[config.mk]
export PLATFORM = sky130hd
export DESIGN_NAME = mpadd_seq
export DESIGN_NICKNAME = d
export VERILOG_FILES = /design/src/rtl/mpadd_pkg.sv /design/src/rtl/cla16_add.sv /design/src/rtl/mpadd_seq.sv
export SDC_FILE = /design/constraint.sdc
export NUM_CORES = 1
export LEC_CHECK = 0
export BUFFER_PORTS_ARGS = -buffer_cell sky130_fd_sc_hd__buf_4
export CAP_MARGIN = 0
export CORE_MARGIN = 1.5
export CORE_UTILIZATION = 25
export CTS_CLUSTER_DIAMETER = 60
export DETAILED_ROUTE_END_ITERATION = 10
export MAX_ROUTING_LAYER = met4
export SYNTH_ARGS = -nofsm -noshare
export SYNTH_HDL_FRONTEND = slang
export SYNTH_SLANG_ARGS = --single-unit
[constraint.sdc]
create_clock -name clk -period 5.8 [get_ports clk]
set_clock_uncertainty 0.05 [all_clocks]
set_input_delay 0.29 -clock clk [delete_from_list [all_inputs] [get_ports clk]]
set_output_delay 0.29 -clock clk [all_outputs]
set_load 0.05 [all_outputs]
[src/rtl/mpadd_pkg.sv]
// -----------------------------------------------------------------------------
// mpadd_pkg
// Shared definitions for the sequential multi-precision adder (mpadd_seq) and
// its time-shared chunk adder (cla16_add).
//   CHUNK_W     : width of one adder chunk (16 bits)
//   IDX_W       : width of the chunk index (covers up to 8 chunks)
//   state_t     : controller states IDLE / RUN / DONE
//   chunk_idx_t : chunk index type used to walk the operands
// -----------------------------------------------------------------------------
package mpadd_pkg;

    localparam int CHUNK_W = 16;
    localparam int IDX_W   = 3;

    typedef enum logic [1:0] {
        IDLE = 2'd0,
        RUN  = 2'd1,
        DONE = 2'd2
    } state_t;

    typedef logic [IDX_W-1:0] chunk_idx_t;

endpackage

[src/rtl/cla16_add.sv]
// -----------------------------------------------------------------------------
// cla16_add
// Combinational 16-bit carry-lookahead adder built from four 4-bit lookahead
// groups, with a second lookahead level across the group generate/propagate
// terms.
// Ports:
//   x[15:0], y[15:0] : addends
//   c0               : carry in
//   s[15:0]          : sum
//   c16              : carry out of bit 15
// -----------------------------------------------------------------------------
module cla16_add (
    input  logic [15:0] x,
    input  logic [15:0] y,
    input  logic        c0,
    output logic [15:0] s,
    output logic        c16
);

    // Group generate/propagate of one 4-bit slice, returned as {G, P}.
    function automatic logic [1:0] grp_gp(input logic [3:0] gx, input logic [3:0] gy);
        logic [3:0] g;
        logic [3:0] p;
        logic       gg;
        logic       pp;
        g  = gx & gy;
        p  = gx ^ gy;
        gg = g[3] | (p[3] & g[2]) | (p[3] & p[2] & g[1]) | (p[3] & p[2] & p[1] & g[0]);
        pp = &p;
        return {gg, pp};
    endfunction

    // Sum of one 4-bit slice given its carry in; internal carries are fully
    // expanded so each bit carry depends only on g/p terms and the slice carry in.
    function automatic logic [3:0] grp_sum(input logic [3:0] gx, input logic [3:0] gy,
                                           input logic ci);
        logic [3:0] g;
        logic [3:0] p;
        logic       c1;
        logic       c2;
        logic       c3;
        g  = gx & gy;
        p  = gx ^ gy;
        c1 = g[0] | (p[0] & ci);
        c2 = g[1] | (p[1] & g[0]) | (p[1] & p[0] & ci);
        c3 = g[2] | (p[2] & g[1]) | (p[2] & p[1] & g[0]) | (p[2] & p[1] & p[0] & ci);
        return p ^ {c3, c2, c1, ci};
    endfunction

    logic [1:0] gp0_s;
    logic [1:0] gp1_s;
    logic [1:0] gp2_s;
    logic [1:0] gp3_s;
    logic       gc1_s;
    logic       gc2_s;
    logic       gc3_s;

    assign gp0_s = grp_gp(x[3:0],   y[3:0]);
    assign gp1_s = grp_gp(x[7:4],   y[7:4]);
    assign gp2_s = grp_gp(x[11:8],  y[11:8]);
    assign gp3_s = grp_gp(x[15:12], y[15:12]);

    // Second-level lookahead: carries into groups 1..3 and out of group 3,
    // written flat so no group waits on the previous group's carry.
    assign gc1_s = gp0_s[1] | (gp0_s[0] & c0);
    assign gc2_s = gp1_s[1] | (gp1_s[0] & gp0_s[1]) | (gp1_s[0] & gp0_s[0] & c0);
    assign gc3_s = gp2_s[1] | (gp2_s[0] & gp1_s[1]) | (gp2_s[0] & gp1_s[0] & gp0_s[1])
                 | (gp2_s[0] & gp1_s[0] & gp0_s[0] & c0);
    assign c16   = gp3_s[1] | (gp3_s[0] & gp2_s[1]) | (gp3_s[0] & gp2_s[0] & gp1_s[1])
                 | (gp3_s[0] & gp2_s[0] & gp1_s[0] & gp0_s[1])
                 | (gp3_s[0] & gp2_s[0] & gp1_s[0] & gp0_s[0] & c0);

    assign s = {grp_sum(x[15:12], y[15:12], gc3_s),
                grp_sum(x[11:8],  y[11:8],  gc2_s),
                grp_sum(x[7:4],   y[7:4],   gc1_s),
                grp_sum(x[3:0],   y[3:0],   c0)};

endmodule

[src/rtl/mpadd_seq.sv]
// -----------------------------------------------------------------------------
// mpadd_seq
// Sequential multi-precision adder. An operand set is captured on a valid/ready
// handshake, then added one 16-bit chunk per cycle through a single shared
// cla16_add instance, least significant chunk first. The result is held with
// out_valid until the consumer accepts it.
//
// Optional feature macro: MPADD_OVF_EN -- adds the signed-overflow output ovf.
//
// Parameters:
//   WORDS      : number of 16-bit chunks per operand (legal 2..8)
// Ports:
//   clk        : clock, rising edge
//   rst        : asynchronous active-high reset
//   in_valid   : operand set offered
//   in_ready   : block can accept an operand set (IDLE only)
//   a, b       : operands, 16*WORDS bits
//   cin        : carry into chunk 0
//   out_valid  : result held and valid
//   out_ready  : consumer takes the result
//   sum        : a + b + cin modulo 2^(16*WORDS)
//   cout       : carry out of the top chunk
//   ovf        : signed overflow (MPADD_OVF_EN only)
// -----------------------------------------------------------------------------
module mpadd_seq
    import mpadd_pkg::*;
#(
    parameter int WORDS = 4
) (
    input  logic                   clk,
    input  logic                   rst,
    input  logic                   in_valid,
    output logic                   in_ready,
    input  logic [16*WORDS-1:0]    a,
    input  logic [16*WORDS-1:0]    b,
    input  logic                   cin,
    output logic                   out_valid,
    input  logic                   out_ready,
    output logic [16*WORDS-1:0]    sum,
    output logic                   cout
`ifdef MPADD_OVF_EN
    ,
    output logic                   ovf
`endif
);

    localparam int W = CHUNK_W * WORDS;

    state_t             state_r;
    chunk_idx_t         k_r;
    logic               carry_r;
    logic [W-1:0]       a_r;
    logic [W-1:0]       b_r;
    logic               cin_r;
    logic [W-1:0]       sum_r;
    logic               cout_r;
    logic               in_ready_r;
    logic               out_valid_r;
`ifdef MPADD_OVF_EN
    logic               ovf_r;
`endif

    logic [CHUNK_W-1:0] x_s;
    logic [CHUNK_W-1:0] y_s;
    logic               c0_s;
    logic [CHUNK_W-1:0] chunk_sum_s;
    logic               chunk_cout_s;
    logic               last_s;

    // Operand chunk selection and carry-in mux for the shared chunk adder.
    always_comb begin
        x_s    = a_r[int'(k_r)*CHUNK_W +: CHUNK_W];
        y_s    = b_r[int'(k_r)*CHUNK_W +: CHUNK_W];
        last_s = (k_r == chunk_idx_t'(WORDS-1));
        if (k_r == chunk_idx_t'(0)) begin
            c0_s = cin_r;
        end else begin
            c0_s = carry_r;
        end
    end

    cla16_add u_cla (
        .x   (x_s),
        .y   (y_s),
        .c0  (c0_s),
        .s   (chunk_sum_s),
        .c16 (chunk_cout_s)
    );

    // Controller: handshake, chunk sequencing and registered outputs.
    always_ff @(posedge clk or posedge rst) begin
        if (rst) begin
            state_r     <= IDLE;
            k_r         <= chunk_idx_t'(0);
            carry_r     <= 1'b0;
            a_r         <= {W{1'b0}};
            b_r         <= {W{1'b0}};
            cin_r       <= 1'b0;
            sum_r       <= {W{1'b0}};
            cout_r      <= 1'b0;
            in_ready_r  <= 1'b1;
            out_valid_r <= 1'b0;
`ifdef MPADD_OVF_EN
            ovf_r       <= 1'b0;
`endif
        end else begin
            case (state_r)
                IDLE: begin
                    if (in_valid) begin
                        a_r        <= a;
                        b_r        <= b;
                        cin_r      <= cin;
                        k_r        <= chunk_idx_t'(0);
                        in_ready_r <= 1'b0;
                        state_r    <= RUN;
                    end else begin
                        in_ready_r <= 1'b1;
                    end
                end
                RUN: begin
                    sum_r[int'(k_r)*CHUNK_W +: CHUNK_W] <= chunk_sum_s;
                    carry_r <= chunk_cout_s;
                    if (last_s) begin
                        // Index is parked at 0 so it never wraps past the
                        // top chunk for the 8-chunk configuration.
                        k_r         <= chunk_idx_t'(0);
                        cout_r      <= chunk_cout_s;
`ifdef MPADD_OVF_EN
                        // Signed overflow: like-signed operands, result sign differs.
                        ovf_r       <= (a_r[W-1] == b_r[W-1]) && (chunk_sum_s[CHUNK_W-1] != a_r[W-1]);
`endif
                        out_valid_r <= 1'b1;
                        state_r     <= DONE;
                    end else begin
                        k_r <= k_r + chunk_idx_t'(1);
                    end
                end
                DONE: begin
                    if (out_ready) begin
                        out_valid_r <= 1'b0;
                        in_ready_r  <= 1'b1;
                        state_r     <= IDLE;
                    end else begin
                        out_valid_r <= 1'b1;
                    end
                end
                default: begin
                    state_r     <= IDLE;
                    k_r         <= chunk_idx_t'(0);
                    in_ready_r  <= 1'b1;
                    out_valid_r <= 1'b0;
                end
            endcase
        end
    end

    assign in_ready  = in_ready_r;
    assign out_valid = out_valid_r;
    assign sum       = sum_r;
    assign cout      = cout_r;
`ifdef MPADD_OVF_EN
    assign ovf       = ovf_r;
`endif

endmodule

# Yosys cells after proc, flatten, opt, wreduce, memory -nomap -nowiden
# Index checks and enable logic that the tools add are counted.
op_classes:
  n_addsub: 2
  n_eq_ne: 6
  shift: 4
  n_mux: 15
  bitwise_logic: 133
  n_reduce_logical: 12
op_table:
  columns: ["cell", "n"]
  rows:
  - ["64-bit by 8-bit variable part select with 16-bit output", 2]
  - ["1-bit bitwise AND", 72]
  - ["64-bit bitwise mux", 1]
  - ["16-bit by 33-bit variable shift with 64-bit output (first input constant)", 1]
  - ["16-bit by 33-bit variable part select with 64-bit output", 1]
  - ["1-bit OR", 46]
  - ["7-bit negator with 33-bit output", 1]
  - ["4-bit XOR", 8]
  - ["4-bit bitwise AND", 4]
  - ["4-bit AND reduction", 4]
  - ["2-bit AND reduction", 5]
  - ["3-bit case mux with 3 select lines", 1]
  - ["2-bit 2-to-1 mux", 3]
  - ["3-bit 2-to-1 mux", 2]
  - ["2-bit != test (second input constant)", 3]
  - ["1-bit case mux with 3 select lines", 2]
  - ["2-bit case mux with 3 select lines", 1]
  - ["1-bit 2-to-1 mux", 5]
  - ["3-bit by 1-bit adder with 3-bit output (second input constant)", 1]
  - ["3-bit by 2-bit == test with 1-bit output (second input constant)", 1]
  - ["3-bit zero test", 1]
  - ["1-bit NOT", 3]
  - ["3-bit AND reduction", 1]
  - ["2-bit by 1-bit == test with 1-bit output (second input constant)", 1]
  - ["other kinds (2)", 2]
word_totals:
  reg_bits: 202
  output_inout_bits: 67
  elab_cells: 182

# Depth between registers and ports, before layout
# Gate-level depths: netlist of run 1.
logic_depth:
  depth_word: 15
  mapped_depth: 14
  ltp_nobuf: 12

# Modules after synthesis
# Synthesis of run 1 repeated with hierarchy kept, for this count alone.
hier_totals:
  hier_cells: 733
  hier_area_um2: 9738.1
by_module_without_submodules:
  columns: ["mod", "instances", "cells_per_inst", "area_each_um2"]
  rows:
  - ["mpadd_seq", 1, 631, 8931.1]
  - ["cla16_add", 1, 102, 807.0]

# Least setup slack after synthesis of run 1
# No wires, ideal clock.
synth_timing:
  path_type: "reg-to-reg"
  from: "register k_r[0]"
  to: "register sum_r[13], in the netlist sum[13]"
  setup_time_ns: 0.125
  arrival_ns: 3.943
  slack_ns: 1.682
  path_stages_with_launch: 14
  path_cell_list: "dfrtp_1 > buf_2 > buf_2 > mux4_2 > and2_1 > ha_1 > a2111oi_4 > o21a_2 > nor3_2 > o31a_1 > or2_1 > fa_1 > xor2_1 > mux2_2"
synth_via:
  elab_chain_cells: 15
  word_cells_on_any_way: 122
  cone_classes: "1 x add/sub; 4 x shift; 2 x mux; 111 x bitwise; 4 x reduce/logical"
synth_lines:
  columns: ["item", "line_no", "text"]
  rows:
  - ["from (decl)", "mpadd_seq.sv:50", "chunk_idx_t k_r;"]
  - ["from (signal assigned)", "mpadd_seq.sv:94", "k_r <= chunk_idx_t'(0);"]
  - ["from (signal assigned)", "mpadd_seq.sv:113", "k_r <= chunk_idx_t'(0);"]
  - ["from (signal assigned)", "mpadd_seq.sv:126", "k_r <= chunk_idx_t'(0);"]
  - ["64-bit by 8-bit variable part select with 16-bit output, on equally long branches", "mpadd_seq.sv:72, mpadd_seq.sv:73", null]
  - ["4-bit XOR or 4-bit bitwise AND (tied branches)", "cla16_add.sv:27, cla16_add.sv:43, cla16_add.sv:26", null]
  - ["1-bit bitwise AND", "cla16_add.sv:28", "gg = g[3] | (p[3] & g[2]) | (p[3] & p[2] & g[1]) | (p[3] & p[2] & p[1] & g[0]);"]
  - ["1-bit OR or 1-bit bitwise AND (tied branches) (2 in series)", "cla16_add.sv:28", null]
  - ["1-bit OR", "cla16_add.sv:28", null]
  - ["1-bit bitwise AND", "cla16_add.sv:67", "assign gc3_s = gp2_s[1] | (gp2_s[0] & gp1_s[1]) | (gp2_s[0] & gp1_s[0] & gp0_s[1])"]
  - ["1-bit OR (2 in series)", "cla16_add.sv:67", null]
  - ["1-bit OR", "cla16_add.sv:68", "| (gp2_s[0] & gp1_s[0] & gp0_s[0] & c0);"]
  - ["1-bit bitwise AND, on equally long branches", "cla16_add.sv:44, cla16_add.sv:45, cla16_add.sv:46", null]
  - ["1-bit OR, on equally long branches", "cla16_add.sv:44, cla16_add.sv:45, cla16_add.sv:46", null]
  - ["4-bit XOR", "cla16_add.sv:47", "return p ^ {c3, c2, c1, ci};"]
  - ["16-bit by 33-bit variable part select with 64-bit output", "mpadd_seq.sv:121", "sum_r[int'(k_r)*CHUNK_W +: CHUNK_W] <= chunk_sum_s;"]
  - ["64-bit bitwise mux (*)", "mpadd_seq.sv:121", null]
  - ["to (signal assigned)", "mpadd_seq.sv:99", "sum_r <= {W{1'b0}};"]
  - ["to (signal, indexed assignment)", "mpadd_seq.sv:121", null]
  - ["to (decl)", "mpadd_seq.sv:55", "logic [W-1:0] sum_r;"]
# Every way passes the cells marked *; elsewhere a longest branch is shown, timed or not.
# A chain may end at the register's enable or synchronous reset.

# Worst setup path after layout of run 1
# Ends and elaborated chain as after synthesis.

==> impl_metrics.env, run 1 <==
export IMPL_grt_pass1_vias=7316
export IMPL_die_area_um2=39310
export IMPL_cp_required_ns=6.18
export IMPL_final_common_cell="buf_4"
export IMPL_fp_row_count=71
export IMPL_dp_cells=1389
export IMPL_cp_slowest_cell="dfrtp_2"
export IMPL_port_buffers=199
export IMPL_period_share_pct=77.35
export IMPL_grt_max_degree=108
export IMPL_drive_gt1_share_pct=42.40
export IMPL_start_kind="register"
export IMPL_mostFrequentLayoutCells="buf_4, dfrtp_1, mux2_2, dlygate4sd3_1, nand2_1"
export IMPL_avgRoutedWirePerCell_um=18.05
export IMPL_critPathArrivalTime_ns=4.87
export IMPL_path_delay_family="compound AO/OA/AOI/OAI gates"
export IMPL_yosys_area_top_type="dfrtp_1"
export IMPL_track_usage_pct=14.95
export IMPL_synth_area_leaders="dfrtp_1, mux2_2, mux4_2"
export IMPL_tritoncts="done"
export IMPL_peakVddDrop_uv=432.3
export IMPL_grt_ovfl_total=0
export IMPL_drt_initial_drc_count=279
export IMPL_final_nets=1201
export IMPL_synth_cell_type_count=59
export IMPL_cp_cell_sequence="buf_4 -> mux4_2 -> and2_1 -> ha_1 -> a21oi_1 -> o31ai_2 -> a31o_2 -> o31a_1 -> or2_1 -> fa_1 -> xor2_1 -> mux2_2"
export IMPL_ys_seq_area_share_pct=53.04
export IMPL_seq_area_um2=5059
export IMPL_async_flop_share_pct=100.0
export IMPL_maxCapViolations=0
export IMPL_cts_made_buffers=27
export IMPL_layout_setup_ws_ns=1.314
export IMPL_worstHoldPathType="input pin to register"
export IMPL_vias_per_cell=4.454
export IMPL_worst_path_buf_inv=1
export IMPL_vias=7010
export IMPL_cpPeakStageDelay_ns=0.75
export IMPL_grt_pass1_wl_um=43410
export IMPL_dp_slack_ns=1.257
export IMPL_start_util_pct=25.37
export IMPL_dr_pass1_iters=4
export IMPL_h_tree_depth=1
export IMPL_drc=0
export IMPL_tns_ns=0
export IMPL_multi_input_area_um2=4285
export IMPL_antenna_found_initial=4
export IMPL_synth_edf_count=0
export IMPL_outcome="finished, final reports clean"
export IMPL_wirelength_um=28410
export IMPL_hold_viol=0
export IMPL_setup_violations=0
export IMPL_worst_pin_slew_ns=0.9770
export IMPL_die_h_um=198.3
export IMPL_synth_top_area_share_pct=52.76
export IMPL_cp_end_kind="register"
export IMPL_die_w_um=198.3
export IMPL_post_cts_resized=0
export IMPL_slew_violations=0
export IMPL_ant_nets=0
export IMPL_synth_seq_cells=202
export IMPL_syn2layout_area_growth_pct=45.32
export IMPL_cts_sinks=202
export IMPL_worstSetupPathType="register to register"
export IMPL_p_total_mw=9.076
export IMPL_maxSlewHeadroom_pct=34.87
export IMPL_pin_count=200
export IMPL_syn_area_um2=9533
export IMPL_period_minus_slack_ns=4.486
export IMPL_clockBufferDepth=3
export IMPL_syn_area_per_cell_um2=13.60
export IMPL_final_cells=1574
export IMPL_coreArea_um2=37580
export IMPL_insertion_delay_ns=0.54
export IMPL_yosys_warnings=0
export IMPL_root_buffer="clkbuf_16"
export IMPL_cts_clk_slew_worst_paths_ns=0.06
export IMPL_gp_congestion=0.8237
export IMPL_p_leak_nw=6.110
export IMPL_path_max_fanout=17
export IMPL_nFillCells=3611
export IMPL_dp_hpwl_um=20240
export IMPL_synth_main_ff_cell="dfrtp_1"
export IMPL_rsz0062_at_grt="no"
export IMPL_synthesis_nets=864
export IMPL_synth_cells=701
export IMPL_p_per_area_nw_per_um2=655.1
export IMPL_fmax_ghz=0.2229
==> final timing paths <==
check / startpoint / slack, ns / to / cells past startpoint
max in group asynchronous: rst / 4.01 / b_r[38]$_DFFE_PP0P_ / 4
worst min-delay path: out_ready / 0.07 / in_ready$_DFFE_PP1P_ / 3
worst max-delay path: k_r[0]$_DFFE_PP0P_ / 1.31 / sum[13]$_DFFE_PP0P_ / 12
min in group asynchronous: rst / 0.34 / a_r[30]$_DFFE_PP0P_ / 3
worst max register to register: k_r[0]$_DFFE_PP0P_ / 1.31 / sum[13]$_DFFE_PP0P_ / 12
worst min register to register: sum[56]$_DFFE_PP0P_ / 0.42 / sum[56]$_DFFE_PP0P_ / 2
==> per-stage QoR <==
step / hold WS (ns) / area (um^2) / utilization, %
after floorplan: 0.3432 / 9537 / -
after detailed placement: 0.3481 / 11650 / 31.01
after global placement: 0.3439 / 11650 / 31.01
after global routing: 0.1065 / 13850 / 36.87
final: 0.06679 / 13850 / 36.87
after CTS: 0.05778 / 13840 / 36.84
==> power by group <==
group          leakage (nW)  total [mW]  internal, mW  switching, mW
clock                 0.435        1.63         0.963          0.670
sequential             2.48        2.45          2.05          0.400
combinational          3.19        5.00          2.05           2.95
total                  6.11        9.08          5.06           4.02
==> tightest hold or removal path, delay by kind of cell <==
family	cells	cell delay [ns]
AOI/OAI and AO/OA	1	0.14
buffers and inverters	1	0.07
and+or+nand+nor	1	0.14
==> area by class of cell <==
| cell class | count | share of cell area (%) |
|---|---|---|
| sequential | 202 | 36.52 |
| multi-input combinational | 448 | 30.93 |
| timing repair buffer | 343 | 21.04 |
| clock buffer | 35 | 5.383 |
| tap | 511 | 4.615 |
| clock inverter | 15 | 0.9754 |
| inverter | 16 | 0.4606 |
| antenna | 4 | 0.07225 |
==> cell families (layout without fill, tap and decap cells) <==
group                    after synthesis  count (layout)  synth area share [%]
other                                  0               4                     0
AND/OR/NAND/NOR                      130             130                 7.232
buffers and inverters                 51             409                 2.087
flip-flops                           202             202                 53.04
multiplexers                         175             175                 24.18
adder cells (fa/ha/maj)               30              30                 4.253
XOR/XNOR                               8               8                0.7349
AO/OA/AOI/OAI                        105             105                 8.479
==> routing by layer <==
layer  wire length [um]  track usage, %
met1              12350           19.04
met4                859           4.637
met5                  0               -
met2              13550           24.28
met3               1646           2.487
==> state kept, by name, summed over array words and instances, names as in the netlist <==
name       flops
a_r           64
b_r           64
sum           64
k_r            3
state_r        2
carry_r        1
cin_r          1
cout           1
in_ready       1
out_valid      1
==> cells in the mapped netlist, drive strengths merged (9+ instances only) <==
cell / instances
nand3: 9
nand2: 44
dfrtp: 201
o211ai: 10
inv: 16
and2: 33
a21oi: 14
nor2: 15
o21ai: 15
ha: 26
a22o: 30
clkbuf: 28
mux2: 142
mux4: 30
==> timing repair <==
item	CTS	global route
hold buffers	131	0
buffers inserted	0	0
hold endpoints to repair	153	0
Power figures use the tool's default switching activity.
==> inputs of run 2 (changes only) <==
- clock period: 5.8 -> 4.3 ns (I/O delays scaled with it)
==> run 2 against run 1 <==
  * Critical endpoint unchanged
  * Largest power group unchanged
  * Clock power rose by 35%
  * Combinational power rose by 40%
  * Via count fell by 0.29%
  * Register-to-register slack got worse by 1.1 ns
==> impl_metrics.env, run 2 (synthesized netlist as in run 1, its figures left out) <==
export IMPL_outcome="finished, final reports clean"
export IMPL_period_minus_slack_ns=4.054
export IMPL_tritoncts="done"
export IMPL_setup_violations=0
export IMPL_h_tree_depth=1
export IMPL_drc=0
export IMPL_drt_initial_drc_count=258
export IMPL_vias=6990
export IMPL_clockPowerShare_pct=17.6
export IMPL_start_util_pct=25.37
export IMPL_hold_viol=0
export IMPL_insertion_delay_ns=0.53
export IMPL_cp_end_kind="register"
export IMPL_p_per_area_nw_per_um2=890.8
export IMPL_r2r_start="k_r[0]$_DFFE_PP0P_"
export IMPL_ant_nets=0
export IMPL_comb_power_share_pct=56.1
export IMPL_clockBufferDepth=3
export IMPL_grt_pass1_wl_um=42950
export IMPL_nFillCells=3595
export IMPL_avgRoutedWirePerCell_um=17.63
export IMPL_pin_count=200
export IMPL_worstSetupPathType="register to register"
export IMPL_tns_ns=0
export IMPL_drive_gt1_share_pct=42.95
export IMPL_critPathArrivalTime_ns=4.41
export IMPL_fin_util_pct=37.27
export IMPL_p_sw_mw=5.381
export IMPL_grt_pass1_vias=7270
export IMPL_port_buffers=199
export IMPL_period_share_pct=94.27
export IMPL_worst_pin_slew_ns=0.9101
export IMPL_fmax_ghz=0.2467
export IMPL_die_w_um=198.3
export IMPL_grt_max_degree=113
export IMPL_final_nets=1215
export IMPL_fp_row_count=71
export IMPL_cts_sinks=202
export IMPL_path_max_fanout=13
export IMPL_grt_ovfl_total=0
export IMPL_critical_path_startpoint="k_r[0]$_DFFE_PP0P_"
export IMPL_maxSlewHeadroom_pct=39.33
export IMPL_seqPwrFrac_pct=26.3
export IMPL_cp_required_ns=4.65
export IMPL_syn2layout_area_growth_pct=46.90
export IMPL_die_h_um=198.3
export IMPL_gp_congestion=0.8134
export IMPL_start_kind="register"
export IMPL_rsz0062_at_grt="no"
export IMPL_die_area_um2=39310
export IMPL_rrSetupSlack_ns=0.25
export IMPL_r2r_end="sum[13]$_DFFE_PP0P_"
export IMPL_cp_endpoint="sum[13]$_DFFE_PP0P_"
export IMPL_netSwitchingFraction_pct=43.13
export IMPL_reg2reg_depth=12
export IMPL_dp_hpwl_um=20220
export IMPL_worstHoldPathType="input pin to register"
export IMPL_root_buffer="clkbuf_16"
export IMPL_vias_per_cell=4.413
export IMPL_coreArea_um2=37580
export IMPL_track_usage_pct=14.74
export IMPL_antenna_found_initial=2
export IMPL_cellInternalPower_mw=7.094
export IMPL_final_common_cell="buf_4"
export IMPL_peakVddDrop_uv=421.5
export IMPL_mostFrequentLayoutCells="buf_4, dfrtp_1, mux2_2, dlygate4sd3_1, nand2_1"
export IMPL_slew_violations=0
export IMPL_dr_pass1_iters=4
export IMPL_wirelength_um=27920
export IMPL_cts_made_buffers=26
export IMPL_p_leak_nw=6.191
export IMPL_cts_clk_slew_worst_paths_ns=0.06
export IMPL_maxCapViolations=0
-- run 2: cell types whose count changed in the layout (fill, tap and decap cells not counted), moves of 2 or more --
cell,previous run,this run
buf_4,211,223
buf_12,1,4
clkinv_2,6,2
diode_2,4,2
-- run 2: worst min path at each step --
| stage | start | to | slack, ns | cells past startpoint |
|---|---|---|---|---|
| after floorplan | in_valid | in_ready$_DFFE_PP1P_ | 0.27 | 1 |
| after global placement | rst | a_r[14]$_DFFE_PP0P_ | 0.1 | 2 |
| after detailed placement | rst | a_r[13]$_DFFE_PP0P_ | 0.1 | 2 |
| after CTS | out_ready | in_ready$_DFFE_PP1P_ | 0.02 | 3 |
| after global routing | out_ready | in_ready$_DFFE_PP1P_ | 0.05 | 3 |
| final | out_ready | in_ready$_DFFE_PP1P_ | 0.03 | 3 |
-- run 2: layout make-up --
class	count	area, um^2	area share (%)
Sequential cell	202	5061	36.14
Multi-Input combinational cell	448	4285	30.60
Antenna cell	2	5.005	0.03574
Timing Repair Buffer	358	3065	21.89
Clock buffer	36	749.5	5.352
Clock inverter	11	133.9	0.9560
Inverter	16	63.81	0.4557
Tap cell	511	639.4	4.566
-- run 2: through the flow --
stage	hold slack (ns)	power, mW	cell area, um^2	setup slack (ns)	std cells
after global routing	0.04942	13.32	14000	0.01651	1584
final	0.02855	12.47	14000	0.2464	1584
after global placement	0.09708	10.15	11800	0.2370	1404
after CTS	0.02216	12.64	14000	0.1455	1582
after detailed placement	0.09861	10.29	11800	0.1551	1404
after floorplan	0.2682	7.708	9537	0.1818	701
-- run 2: worst max-delay path: stages, from the launching register on --
cell and delay [ns]:
dfrtp_4 0.60, buf_12 0.18, mux4_2 0.48, and2_1 0.17, ha_1 0.31, o21a_1 0.21, o211ai_1 0.39, nor3_2 0.13
o31a_1 0.32, or2_1 0.23, fa_1 0.39, xor2_1 0.19, mux2_2 0.28
-- run 2: power groups by stage --
stage               Clock (mW)  Sequential, mW  Combinational [mW]
global route              2.35            3.39                7.58
finish                    2.20            3.28                6.99
CTS                       2.26            3.28                7.10
global placement             0            3.28                6.87
detailed placement           0            3.31                6.98
floorplan                    0            3.80                3.91
-- run 2: layer usage --
layer / up-vias / global-route usage (%) / routed length (um)
met4: 0 / 3.053 / 414
met1: 3473 / 19.55 / 12850
met5: - / - / 0
li1: 3298 / - / -
met2: 187 / 23.76 / 13300
met3: 32 / 2.385 / 1347
-- run 2: repair_timing --
| item | 4_1_cts | 5_1_grt |
|---|---|---|
| hold endpoints to repair | 331 | 0 |
| gates resized for setup | 0 | 1 |
| hold buffers | 131 | 0 |
| setup endpoints to repair | 0 | 11 |
| setup buffers | 0 | 0 |
==> inputs of run 3 (changes only) <==
- MAX_ROUTING_LAYER: met4 -> unset
==> run 3 against run 2 <==
  * Sequential power is essentially flat
  * Clock power is essentially flat
  * Sequential share of layout area is the same
  * Hold slack gained 0.011 ns
  * Die area is the same
  * Wire length is essentially flat
  * Largest cell class unchanged
  * Combinational power is essentially flat
  * Via count shrank 0.62%
  * Setup slack gained 0.0037 ns
  * Global-route usage shrank 0.41 points
==> impl_metrics.env, run 3 (synthesized netlist as in run 1, its figures left out) <==
export IMPL_vias_per_cell=4.386
export IMPL_pin_count=200
export IMPL_cts_made_buffers=26
export IMPL_slew_violations=0
export IMPL_root_buffer="clkbuf_16"
export IMPL_period_share_pct=94.18
export IMPL_drt_initial_drc_count=284
export IMPL_cts_sinks=202
export IMPL_vias=6947
export IMPL_peakVddDrop_uv=427.9
export IMPL_track_usage_pct=14.33
export IMPL_dp_hpwl_um=20220
export IMPL_mostFrequentLayoutCells="buf_4, dfrtp_1, mux2_2, dlygate4sd3_1, nand2_1"
export IMPL_final_nets=1215
export IMPL_h_tree_depth=1
export IMPL_maxCapViolations=0
export IMPL_fp_row_count=71
export IMPL_antenna_found_initial=2
export IMPL_design_area_um2=14000
export IMPL_critPathArrivalTime_ns=4.40
export IMPL_tritoncts="done"
export IMPL_cts_clk_slew_worst_paths_ns=0.06
export IMPL_drc=0
export IMPL_port_buffers=199
export IMPL_grt_max_degree=113
export IMPL_place_area_um2=11800
export IMPL_worstSetupPathType="register to register"
export IMPL_start_kind="register"
export IMPL_grt_ovfl_total=0
export IMPL_grt_pass1_wl_um=43060
export IMPL_p_per_area_nw_per_um2=891.2
export IMPL_worstHoldPathType="input pin to register"
export IMPL_maxSlewHeadroom_pct=39.07
export IMPL_ant_nets=0
export IMPL_cp_slowest_cell="dfrtp_4"
export IMPL_coreArea_um2=37580
export IMPL_hold_depth=3
export IMPL_rsz0062_at_grt="no"
export IMPL_cp_required_ns=4.65
export IMPL_clockBufferDepth=3
export IMPL_die_area_um2=39310
export IMPL_worst_pin_slew_ns=0.9139
export IMPL_avgRoutedWirePerCell_um=17.61
export IMPL_setup_violations=0
export IMPL_gp_congestion=0.8018
export IMPL_die_w_um=198.3
export IMPL_die_h_um=198.3
export IMPL_fmax_ghz=0.2469
export IMPL_reg2reg_depth=12
export IMPL_cp_cell_sequence="buf_12 -> mux4_2 -> and2_1 -> ha_1 -> o21a_1 -> o211ai_1 -> nor3_2 -> o31a_1 -> or2_1 -> fa_1 -> xor2_1 -> mux2_2"
export IMPL_grt_pass1_vias=7236
export IMPL_wirelength_um=27890
export IMPL_start_util_pct=25.37
export IMPL_rrSetupSlack_ns=0.25
export IMPL_final_common_cell="buf_4"
export IMPL_dr_pass1_iters=5
export IMPL_cts_setup_buffers=0
export IMPL_insertion_delay_ns=0.53
export IMPL_hold_viol=0
export IMPL_syn2layout_area_growth_pct=46.90
export IMPL_p_leak_nw=6.191
export IMPL_path_max_fanout=13
export IMPL_drive_gt1_share_pct=42.95
export IMPL_outcome="finished, final reports clean"
export IMPL_cpPeakStageDelay_ns=0.59
export IMPL_period_minus_slack_ns=4.050
export IMPL_cp_end_kind="register"
export IMPL_tns_ns=0
[run 3: cell counts in the layout (fill, tap and decap cells not counted)]
Identical to the previous run, type by type.
[run 3: metrics by stage]
step / instances / util (%) / power, mW / setup WS [ns] / hold slack [ns]
3_3_place_gp: 1404 / 31.41 / 10.15 / 0.2370 / 0.09708
6_report: 1584 / 37.27 / 12.48 / 0.2501 / 0.03946
3_5_place_dp: 1404 / 31.41 / 10.29 / 0.1551 / 0.09861
5_1_grt: 1584 / 37.27 / 13.33 / 0.01926 / 0.04943
4_1_cts: 1582 / 37.25 / 12.64 / 0.1455 / 0.02216
2_1_floorplan: 701 / - / 7.708 / 0.1818 / 0.2682
[run 3: worst paths after layout]
kind | startpoint | endpoint
worst max-delay path | k_r[0]$_DFFE_PP0P_ | sum[13]$_DFFE_PP0P_
worst min register to register | sum[0]$_DFFE_PP0P_ | sum[0]$_DFFE_PP0P_
worst min-delay path | out_ready | in_ready$_DFFE_PP1P_
max in group asynchronous | rst | k_r[0]$_DFFE_PP0P_
min in group asynchronous | rst | a_r[14]$_DFFE_PP0P_
worst max register to register | k_r[0]$_DFFE_PP0P_ | sum[13]$_DFFE_PP0P_
[run 3: cell type report]
type | count | area [um^2]
fill | 3595 | 23570
sequential | 202 | 5061
multi-input combinational | 448 | 4285
timing repair buffer | 358 | 3065
clock buffer | 36 | 749.5
tap | 511 | 639.4
clock inverter | 11 | 133.9
inverter | 16 | 63.81
antenna | 2 | 5.005
[run 3: repair_timing]
| item | CTS | global route |
|---|---|---|
| hold endpoints to repair | 331 | 0 |
| gates resized for setup | 0 | 1 |
| hold buffers | 131 | 0 |
| endpoints found under the setup margin | 0 | 11 |
[run 3: layer usage]
| metal | vias up | track usage, % | share of wire [%] |
|---|---|---|---|
| li1 | 3296 | - | - |
| met1 | 3448 | 19.27 | 45 |
| met2 | 173 | 23.74 | 48 |
| met3 | 30 | 2.964 | 5.5 |
| met4 | 0 | 2.940 | 1.4 |
| met5 | - | 0 | 0 |
[run 3: power breakdown]
group / switching [mW] / internal [mW] / leakage [nW] / total [mW]
combinational: 4.01 / 2.98 / 3.28 / 7.00
clock: 0.855 / 1.35 / 0.429 / 2.20
sequential: 0.516 / 2.76 / 2.48 / 3.28
[run 3: critical path, delay by kind of cell, from the launching register on]
family / cells / cell delay, ns
muxes: 2 / 0.76
buffers and inverters: 1 / 0.18
xor gates and xnor gates: 1 / 0.19
AOI/OAI and AO/OA: 3 / 0.93
and+or+nand+nor: 3 / 0.53
adders and majority gates: 2 / 0.70
DFF: 1 / 0.59
